## src/rtl/hazard3_ahb_dport_arbiter_if.sv

```systemverilog
// Bundles the requester handshakes and the AHB-Lite master-side bus of hazard3_ahb_dport_arbiter.
// The master modport is the arbiter's view; the slave modport is the view of requesters plus system bus.
interface hazard3_ahb_dport_arbiter_if #(
  parameter int N_REQ  = 2,
  parameter int W_ADDR = 32,
  parameter int W_DATA = 32
);
  // Handshake: an address phase of requester i is offered while req_vld[i] is high and completes
  // in the cycle req_aph_ready[i] is high. Until then vld and all request fields must stay stable.
  // Its data phase completes in the cycle req_dph_ready[i] is high.
  logic [N_REQ-1:0]        req_vld;
  logic [N_REQ*W_ADDR-1:0] req_addr;
  logic [N_REQ-1:0]        req_write;
  logic [N_REQ*3-1:0]      req_size;
  logic [N_REQ-1:0]        req_excl;
  logic [N_REQ-1:0]        req_priv;
  logic [N_REQ*W_DATA-1:0] req_wdata;
  logic [N_REQ-1:0]        req_aph_ready;
  logic [N_REQ-1:0]        req_dph_ready;
  logic [N_REQ-1:0]        req_dph_err;
  logic [N_REQ-1:0]        req_dph_exokay;
  logic [W_DATA-1:0]       req_rdata;

  logic [W_ADDR-1:0]       haddr;
  logic                    hwrite;
  logic [1:0]              htrans;
  logic [2:0]              hsize;
  logic [2:0]              hburst;
  logic [3:0]              hprot;
  logic                    hmastlock;
  logic [7:0]              hmaster;
  logic                    hexcl;
  logic [W_DATA-1:0]       hwdata;
  logic                    hready;
  logic                    hresp;
  logic                    hexokay;
  logic [W_DATA-1:0]       hrdata;

  modport master (
    input  req_vld, req_addr, req_write, req_size, req_excl, req_priv, req_wdata,
    output req_aph_ready, req_dph_ready, req_dph_err, req_dph_exokay, req_rdata,
    output haddr, hwrite, htrans, hsize, hburst, hprot, hmastlock, hmaster, hexcl, hwdata,
    input  hready, hresp, hexokay, hrdata
  );

  modport slave (
    output req_vld, req_addr, req_write, req_size, req_excl, req_priv, req_wdata,
    input  req_aph_ready, req_dph_ready, req_dph_err, req_dph_exokay, req_rdata,
    input  haddr, hwrite, htrans, hsize, hburst, hprot, hmastlock, hmaster, hexcl, hwdata,
    output hready, hresp, hexokay, hrdata
  );
endinterface

```

## src/rtl/hazard3_ahb_dport_arbiter.sv

```systemverilog
// N-requester AHB-Lite master-port arbiter for the Hazard3 load/store port (index 0 is the core).
// Define HAZARD3_ARB_ROUND_ROBIN_EN for core-priority round robin; otherwise fixed lowest-index priority.
module hazard3_ahb_dport_arbiter #(
  parameter int         N_REQ          = 2,
  parameter int         W_ADDR         = 32,
  parameter int         W_DATA         = 32,
  parameter logic [7:0] PIPELINED_MASK = 8'h01,
  parameter logic [7:0] HMASTER_BASE   = 8'h00
) (
  input logic clk,
  input logic rst,
  hazard3_ahb_dport_arbiter_if.master bus
);
  localparam logic [1:0] HTRANS_IDLE = 2'b00;
  localparam logic [1:0] HTRANS_NSEQ = 2'b10;

  logic             hold_aph;
  logic [N_REQ-1:0] gnt_prev;
  logic [N_REQ-1:0] dph_active;
  logic [N_REQ-1:0] eligible;
  logic [N_REQ-1:0] arb_gnt;
  logic [N_REQ-1:0] gnt;
  logic             gnt_any;
  logic [2:0]       gnt_idx;
  logic             priv_sel;

  always_comb begin
    eligible = '0;
    for (int i = 0; i < N_REQ; i++) begin
      eligible[i] = bus.req_vld[i] && (PIPELINED_MASK[i] || !dph_active[i]);
    end
  end

`ifdef HAZARD3_ARB_ROUND_ROBIN_EN
  localparam int W_PTR = (N_REQ > 1) ? $clog2(N_REQ) : 1;

  logic [W_PTR-1:0] rr_ptr;
  logic [W_PTR-1:0] rr_start;
  logic [W_PTR-1:0] rr_next;

  // rr_ptr of 0 (after reset) behaves like 1: the search only ever covers indices 1..N_REQ-1.
  assign rr_start = (rr_ptr == '0) ? W_PTR'(1) : rr_ptr;

  always_comb begin
    int best;
    int best_rank;
    int rank;
    arb_gnt   = '0;
    best      = -1;
    best_rank = N_REQ;
    rank      = 0;
    for (int i = 1; i < N_REQ; i++) begin
      rank = i - int'(rr_start);
      if (rank < 0) rank = rank + N_REQ - 1;
      if (eligible[i] && rank < best_rank) begin
        best_rank = rank;
        best      = i;
      end
    end
    if (eligible[0]) best = 0;
    for (int i = 0; i < N_REQ; i++) begin
      arb_gnt[i] = (best == i);
    end
  end

  always_comb begin
    rr_next = rr_ptr;
    if (bus.hready && gnt_any && gnt_idx != 3'd0) begin
      rr_next = (int'(gnt_idx) == N_REQ - 1) ? W_PTR'(1) : W_PTR'(int'(gnt_idx) + 1);
    end
  end

  always_ff @(posedge clk or posedge rst) begin
    if (rst) rr_ptr <= '0;
    else     rr_ptr <= rr_next;
  end
`else
  always_comb begin
    arb_gnt = '0;
    for (int i = N_REQ - 1; i >= 0; i--) begin
      if (eligible[i]) begin
        arb_gnt    = '0;
        arb_gnt[i] = 1'b1;
      end
    end
  end
`endif

  // Reset is folded in combinationally so the bus goes IDLE the moment rst rises, even mid-stall.
  assign gnt     = rst ? '0 : (hold_aph ? gnt_prev : arb_gnt);
  assign gnt_any = |gnt;

  always_comb begin
    gnt_idx    = 3'd0;
    bus.haddr  = '0;
    bus.hwrite = 1'b0;
    bus.hsize  = 3'd0;
    bus.hexcl  = 1'b0;
    priv_sel   = 1'b0;
    for (int i = 0; i < N_REQ; i++) begin
      if (gnt[i]) begin
        gnt_idx    = 3'(i);
        bus.haddr  = bus.req_addr[i*W_ADDR +: W_ADDR];
        bus.hwrite = bus.req_write[i];
        bus.hsize  = bus.req_size[i*3 +: 3];
        bus.hexcl  = bus.req_excl[i];
        priv_sel   = bus.req_priv[i];
      end
    end
  end

  always_comb begin
    bus.hwdata = '0;
    for (int i = 0; i < N_REQ; i++) begin
      if (dph_active[i]) bus.hwdata = bus.req_wdata[i*W_DATA +: W_DATA];
    end
  end

  assign bus.htrans         = gnt_any ? HTRANS_NSEQ : HTRANS_IDLE;
  assign bus.hburst         = 3'd0;
  assign bus.hmastlock      = 1'b0;
  assign bus.hprot          = {2'b00, priv_sel | (gnt_idx != 3'd0), 1'b1};
  assign bus.hmaster        = HMASTER_BASE + {5'd0, gnt_idx};
  assign bus.req_aph_ready  = bus.hready ? gnt : '0;
  assign bus.req_dph_ready  = bus.hready ? dph_active : '0;
  assign bus.req_dph_err    = bus.hresp ? dph_active : '0;
  assign bus.req_dph_exokay = bus.hexokay ? dph_active : '0;
  assign bus.req_rdata      = bus.hrdata;

  // A stalled NSEQ keeps its owner; the first error cycle releases it so the aph may be withdrawn.
  always_ff @(posedge clk or posedge rst) begin
    if (rst) begin
      hold_aph   <= 1'b0;
      gnt_prev   <= '0;
      dph_active <= '0;
    end else begin
      hold_aph <= gnt_any && !bus.hready && !bus.hresp;
      gnt_prev <= gnt;
      if (bus.hready) dph_active <= gnt;
    end
  end
endmodule

```

## src/flat_wrapper.sv

```systemverilog
// flat-port wrapper written by rule: the top's interface ports become plain ports
module hazard3_ahb_dport_arbiter_flat 
#(
  parameter int         N_REQ          = 2,
  parameter int         W_ADDR         = 32,
  parameter int         W_DATA         = 32,
  parameter logic [7:0] PIPELINED_MASK = 8'h01,
  parameter logic [7:0] HMASTER_BASE   = 8'h00
)
  (clk, rst, bus_req_vld, bus_req_addr, bus_req_write, bus_req_size, bus_req_excl, bus_req_priv, bus_req_wdata, bus_req_aph_ready, bus_req_dph_ready, bus_req_dph_err, bus_req_dph_exokay, bus_req_rdata, bus_haddr, bus_hwrite, bus_htrans, bus_hsize, bus_hburst, bus_hprot, bus_hmastlock, bus_hmaster, bus_hexcl, bus_hwdata, bus_hready, bus_hresp, bus_hexokay, bus_hrdata);
  hazard3_ahb_dport_arbiter_if #(.N_REQ(N_REQ), .W_ADDR(W_ADDR), .W_DATA(W_DATA)) bus_i ();
  input logic clk;
  input logic rst;
  input wire logic [$bits(bus_i.req_vld)-1:0] bus_req_vld;
  input wire logic [$bits(bus_i.req_addr)-1:0] bus_req_addr;
  input wire logic [$bits(bus_i.req_write)-1:0] bus_req_write;
  input wire logic [$bits(bus_i.req_size)-1:0] bus_req_size;
  input wire logic [$bits(bus_i.req_excl)-1:0] bus_req_excl;
  input wire logic [$bits(bus_i.req_priv)-1:0] bus_req_priv;
  input wire logic [$bits(bus_i.req_wdata)-1:0] bus_req_wdata;
  output wire logic [$bits(bus_i.req_aph_ready)-1:0] bus_req_aph_ready;
  output wire logic [$bits(bus_i.req_dph_ready)-1:0] bus_req_dph_ready;
  output wire logic [$bits(bus_i.req_dph_err)-1:0] bus_req_dph_err;
  output wire logic [$bits(bus_i.req_dph_exokay)-1:0] bus_req_dph_exokay;
  output wire logic [$bits(bus_i.req_rdata)-1:0] bus_req_rdata;
  output wire logic [$bits(bus_i.haddr)-1:0] bus_haddr;
  output wire logic [$bits(bus_i.hwrite)-1:0] bus_hwrite;
  output wire logic [$bits(bus_i.htrans)-1:0] bus_htrans;
  output wire logic [$bits(bus_i.hsize)-1:0] bus_hsize;
  output wire logic [$bits(bus_i.hburst)-1:0] bus_hburst;
  output wire logic [$bits(bus_i.hprot)-1:0] bus_hprot;
  output wire logic [$bits(bus_i.hmastlock)-1:0] bus_hmastlock;
  output wire logic [$bits(bus_i.hmaster)-1:0] bus_hmaster;
  output wire logic [$bits(bus_i.hexcl)-1:0] bus_hexcl;
  output wire logic [$bits(bus_i.hwdata)-1:0] bus_hwdata;
  input wire logic [$bits(bus_i.hready)-1:0] bus_hready;
  input wire logic [$bits(bus_i.hresp)-1:0] bus_hresp;
  input wire logic [$bits(bus_i.hexokay)-1:0] bus_hexokay;
  input wire logic [$bits(bus_i.hrdata)-1:0] bus_hrdata;
  assign bus_i.req_vld = bus_req_vld;
  assign bus_i.req_addr = bus_req_addr;
  assign bus_i.req_write = bus_req_write;
  assign bus_i.req_size = bus_req_size;
  assign bus_i.req_excl = bus_req_excl;
  assign bus_i.req_priv = bus_req_priv;
  assign bus_i.req_wdata = bus_req_wdata;
  assign bus_req_aph_ready = bus_i.req_aph_ready;
  assign bus_req_dph_ready = bus_i.req_dph_ready;
  assign bus_req_dph_err = bus_i.req_dph_err;
  assign bus_req_dph_exokay = bus_i.req_dph_exokay;
  assign bus_req_rdata = bus_i.req_rdata;
  assign bus_haddr = bus_i.haddr;
  assign bus_hwrite = bus_i.hwrite;
  assign bus_htrans = bus_i.htrans;
  assign bus_hsize = bus_i.hsize;
  assign bus_hburst = bus_i.hburst;
  assign bus_hprot = bus_i.hprot;
  assign bus_hmastlock = bus_i.hmastlock;
  assign bus_hmaster = bus_i.hmaster;
  assign bus_hexcl = bus_i.hexcl;
  assign bus_hwdata = bus_i.hwdata;
  assign bus_i.hready = bus_hready;
  assign bus_i.hresp = bus_hresp;
  assign bus_i.hexokay = bus_hexokay;
  assign bus_i.hrdata = bus_hrdata;
  hazard3_ahb_dport_arbiter #(.N_REQ(N_REQ), .W_ADDR(W_ADDR), .W_DATA(W_DATA), .PIPELINED_MASK(PIPELINED_MASK), .HMASTER_BASE(HMASTER_BASE)) u_core (.clk(clk), .rst(rst), .bus(bus_i));
endmodule
```

## config.mk

```make
export PLATFORM = sky130hd
export DESIGN_NAME = hazard3_ahb_dport_arbiter_flat
export DESIGN_NICKNAME = d
export VERILOG_FILES = /design/src/rtl/hazard3_ahb_dport_arbiter_if.sv /design/src/rtl/hazard3_ahb_dport_arbiter.sv /design/src/flat_wrapper.sv
export SDC_FILE = /design/constraint.sdc
export NUM_CORES = 1
export LEC_CHECK = 0
export BUFFER_PORTS_ARGS = -buffer_cell sky130_fd_sc_hd__clkbuf_2
export CAP_MARGIN = 0
export CORE_AREA = 2 2 120 122
export CTS_CLUSTER_SIZE = 40
export DETAILED_ROUTE_END_ITERATION = 6
export DIE_AREA = 0 0 122 124
export PLACE_DENSITY = 0.52
export RECOVER_POWER = 25
export SLEW_MARGIN = 10
export SYNTH_ARGS = -nofsm -noshare
export SYNTH_HDL_FRONTEND = slang
export SYNTH_SLANG_ARGS = --single-unit
```

## constraint.sdc

```tcl
create_clock -name clk -period 1.3 [get_ports clk]
set_clock_uncertainty 0.1 [all_clocks]
set_input_delay 0.065 -clock clk [delete_from_list [all_inputs] [get_ports clk]]
set_output_delay 0.065 -clock clk [all_outputs]
set_load 0.01 [all_outputs]
```

==> impl_metrics.yaml <==
finish:
  post-route-util: 0.254
  nFillCells: 1514
  final_area_um2: 3480
  layout.nets: 629
  drive_gt1_frac: 0.628
  syn2layout_area_growth_pct: 89.9
  final-instance-count-excl-fill: 629
  antenna_cells: 0
clocking:
  tritoncts: "yes"
  insertion_delay_ns: 0.23
  cts.sinks: 5
  clk_pin_slew_ns: 0.03
  htreeDepth: 1
  cts_max_path_buffers: 2
  cts_made_buffers: 3
  cts_root_buf: "clkbuf_16"
run_status:
  status: "complete, but fails checks"
  violations: "negative setup slack"
synth:
  synth_top_family_by_area: "buffers and inverters"
  synth_top_area_cell: "mux2i_1"
  netlist_area_um2: 1830
  dominantRegCellSynth: "dfrtp_1"
  synth_compound_area_frac: 0.169
  synthCells: 249
  yosysMostFrequentCell: "buf_4"
  synth-simple-area-share: 0.238
  synth-async-reset-ratio: 1.00
  synth_cell_types: 25
  synth_warnings: 0
  synthMuxAreaShare: 0.216
  synth_fa_ha_area_frac: 0
  ys_seq_elements: 5
  avgSynthCellArea_um2: 7.36
  synth_common_cells: "buf_4 (49), nand2_1 (39), mux2i_1 (37), nand3_1 (37), a22o_1 (33)"
  synth_xor_xnor_area_share: 0
  synth-edff-count: 0
  synth.top_cell.area_share: 0.202
  seq_area_frac_synth: 0.0683
  yosys-top-cells-area: "mux2i_1 (20%), buf_4 (20%), a22o_1 (16%), nand3_1 (10%), nand2_1 (8.0%)"
flow_run:
  maxCapViolCount: 0
global_routing:
  track_usage: 0.113
  grt-ovfl-total: 0
  grt_pass1_wl_mm: 12.8
  grt_max_degree: 43
  grt_antenna_before_repair: 0
  grt_pass1_vias: 2241
setup_path:
  start_kind: "flop"
  crit_path_frequent_cell: "buf_4"
  max_stage_delay_ns: 0.38
  reg2reg_to: "u_core.dph_active[1]"
  cp.arrival_ns: 1.59
  required_ns: 1.13
  cp_max_fo: 8
  rrSetupSlack_ns: -0.13
  reg2reg_depth: 6
  critPathKind: "flop to output port"
  setup.worst_path.start: "u_core.dph_active[1]"
  worst_path_max_delay_cell: "dfrtp_1"
  reg2reg_from: "u_core.dph_active[1]"
  path_cells: "buf_4 > buf_6 > buf_4 > buf_8 > buf_16 > a22o_1 > buf_2"
  end_kind: "output port"
sta:
  timing_hold_violations_final: 0
  rsz0062_at_grt: "yes"
  setup_violations: 80
  drv_slew: 0
  finalCritPeriodShare: 1.35
  fin_ws_ns: -0.453
  max_freq_mhz: 570
  period_needed_ns: 1.75
worst_hold_path:
  min_to: "bus_req_rdata[12]"
  hold_class: "input pin to output port"
  hp-start: "bus_hrdata[12]"
  min_path_cells: 0
detailed_routing:
  post_drt_wl_per_cell_um: 15.8
  vias_per_cell: 4.01
  postRouteAntennaNets: 0
  first_pass_iters: 4
  remaining_drc_errors: 0
  drt_iter0_drc: 57
  wl_mm: 9.94
  vias: 2521
floorplan:
  start_util: 0.134
  dieArea_um2: 15100
  die_h_um: 124
  ios: 306
  rows: 43
  fp.coreArea_um2: 13700
  die-width_um: 122
power:
  p_leak_uw: 0.00191
  powerDensity_nw_per_um2: 575
  irDropWorstVdd_mv: 0.311
place:
  dpl_cell_area_um2: 2900
  io_buffers: 225
  numPlacedInstances: 607
  hpwl_mm: 7.56
  place_congestion: 0.756
cell usage in the layout, fill, tap and decap left out, types with 4 or more instances in the layout:
| cell type | count |
|---|---|
| clkbuf_2 | 172 |
| buf_2 | 41 |
| nand2_1 | 38 |
| nand3_1 | 35 |
| mux2i_1 | 32 |
| a22o_1 | 31 |
| buf_6 | 16 |
| conb_1 | 15 |
| buf_12 | 9 |
| clkbuf_16 | 6 |
| and2_4 | 4 |
| and2_1 | 4 |
| buf_16 | 4 |
| buf_4 | 4 |
| dfrtp_1 | 4 |
sequential cells by signal, summed over array words and instances (netlist names):
| signal | cells |
|---|---|
| u_core.hold_aph | 1 |
| u_core.dph_active | 2 |
| u_core.gnt_prev | 2 |
cell type report:
| class | instances | area (µm²) | area share |
|---|---|---|---|
| timing repair buffer | 256 | 1730 | 0.498 |
| multi-input combinational | 183 | 1310 | 0.377 |
| tap | 180 | 225 | 0.0647 |
| sequential | 5 | 126 | 0.0363 |
| clock buffer | 4 | 78.8 | 0.0226 |
| inverter | 1 | 3.75 | 0.00108 |
how the worst max path moves through the flow:
stage                     to  slack (ns)
6_report       bus_hwdata[0]       -0.45
5_1_grt        bus_haddr[28]       -0.52
3_3_place_gp   bus_haddr[11]       -0.23
4_1_cts        bus_haddr[10]       -0.46
2_1_floorplan  bus_haddr[24]       -0.07
3_5_place_dp   bus_haddr[11]       -0.24
per-layer routing:
layer	wire length, µm	vias up	track usage	share of wire
li1	-	1216	-	-
met1	3210	1118	0.108	0.32
met2	5510	161	0.234	0.55
met3	891	26	0.0215	0.090
met4	336	0	0.0460	0.034
met5	0	-	0	0
critical path: cells and delay by family, from the launching register on:
family / cells / cell delay [ns]
buffers and inverters: 6 / 0.78
DFF: 1 / 0.38
AOI/OAI and AO/OA: 1 / 0.19
report_power, final:
| group | switching [µW] | internal [µW] | leakage (µW) |
|---|---|---|---|
| logic | 603 | 712 | 0.00180 |
| registers | 7.40 | 166 | 0.0000650 |
| clock network | 105 | 407 | 0.0000382 |
what timing repair did:
item / in CTS / in global routing
hold endpoints to repair: 6 / 0
buffers inserted: 7 / 2
hold buffers: 2 / 0
endpoints found under the setup margin: 80 / 80
resized for setup: 29 / 71
pin swaps: 4 / 7
gates cloned: 6 / 3
through the flow:
stage	setup WS, ns	TNS [ns]	hold slack, ns	power, µW
floorplan	-0.0745	-2.66	0.00587	873
global placement	-0.228	-7.96	0.0301	1240
detailed placement	-0.238	-8.62	0.0301	1240
CTS	-0.461	-26.53	0.0301	1960
global route	-0.523	-35.59	0.0300	2120
finish	-0.453	-30.37	0.0300	2000
logic make-up (layout without fill, tap and decap cells):
group,Yosys count,in the layout
and+or+nand+nor,93,93
buffers and inverters,74,261
muxes,39,39
AOI/OAI and AO/OA,36,36
DFF,5,5
other,2,15
(Power assumes the default switching activity.)
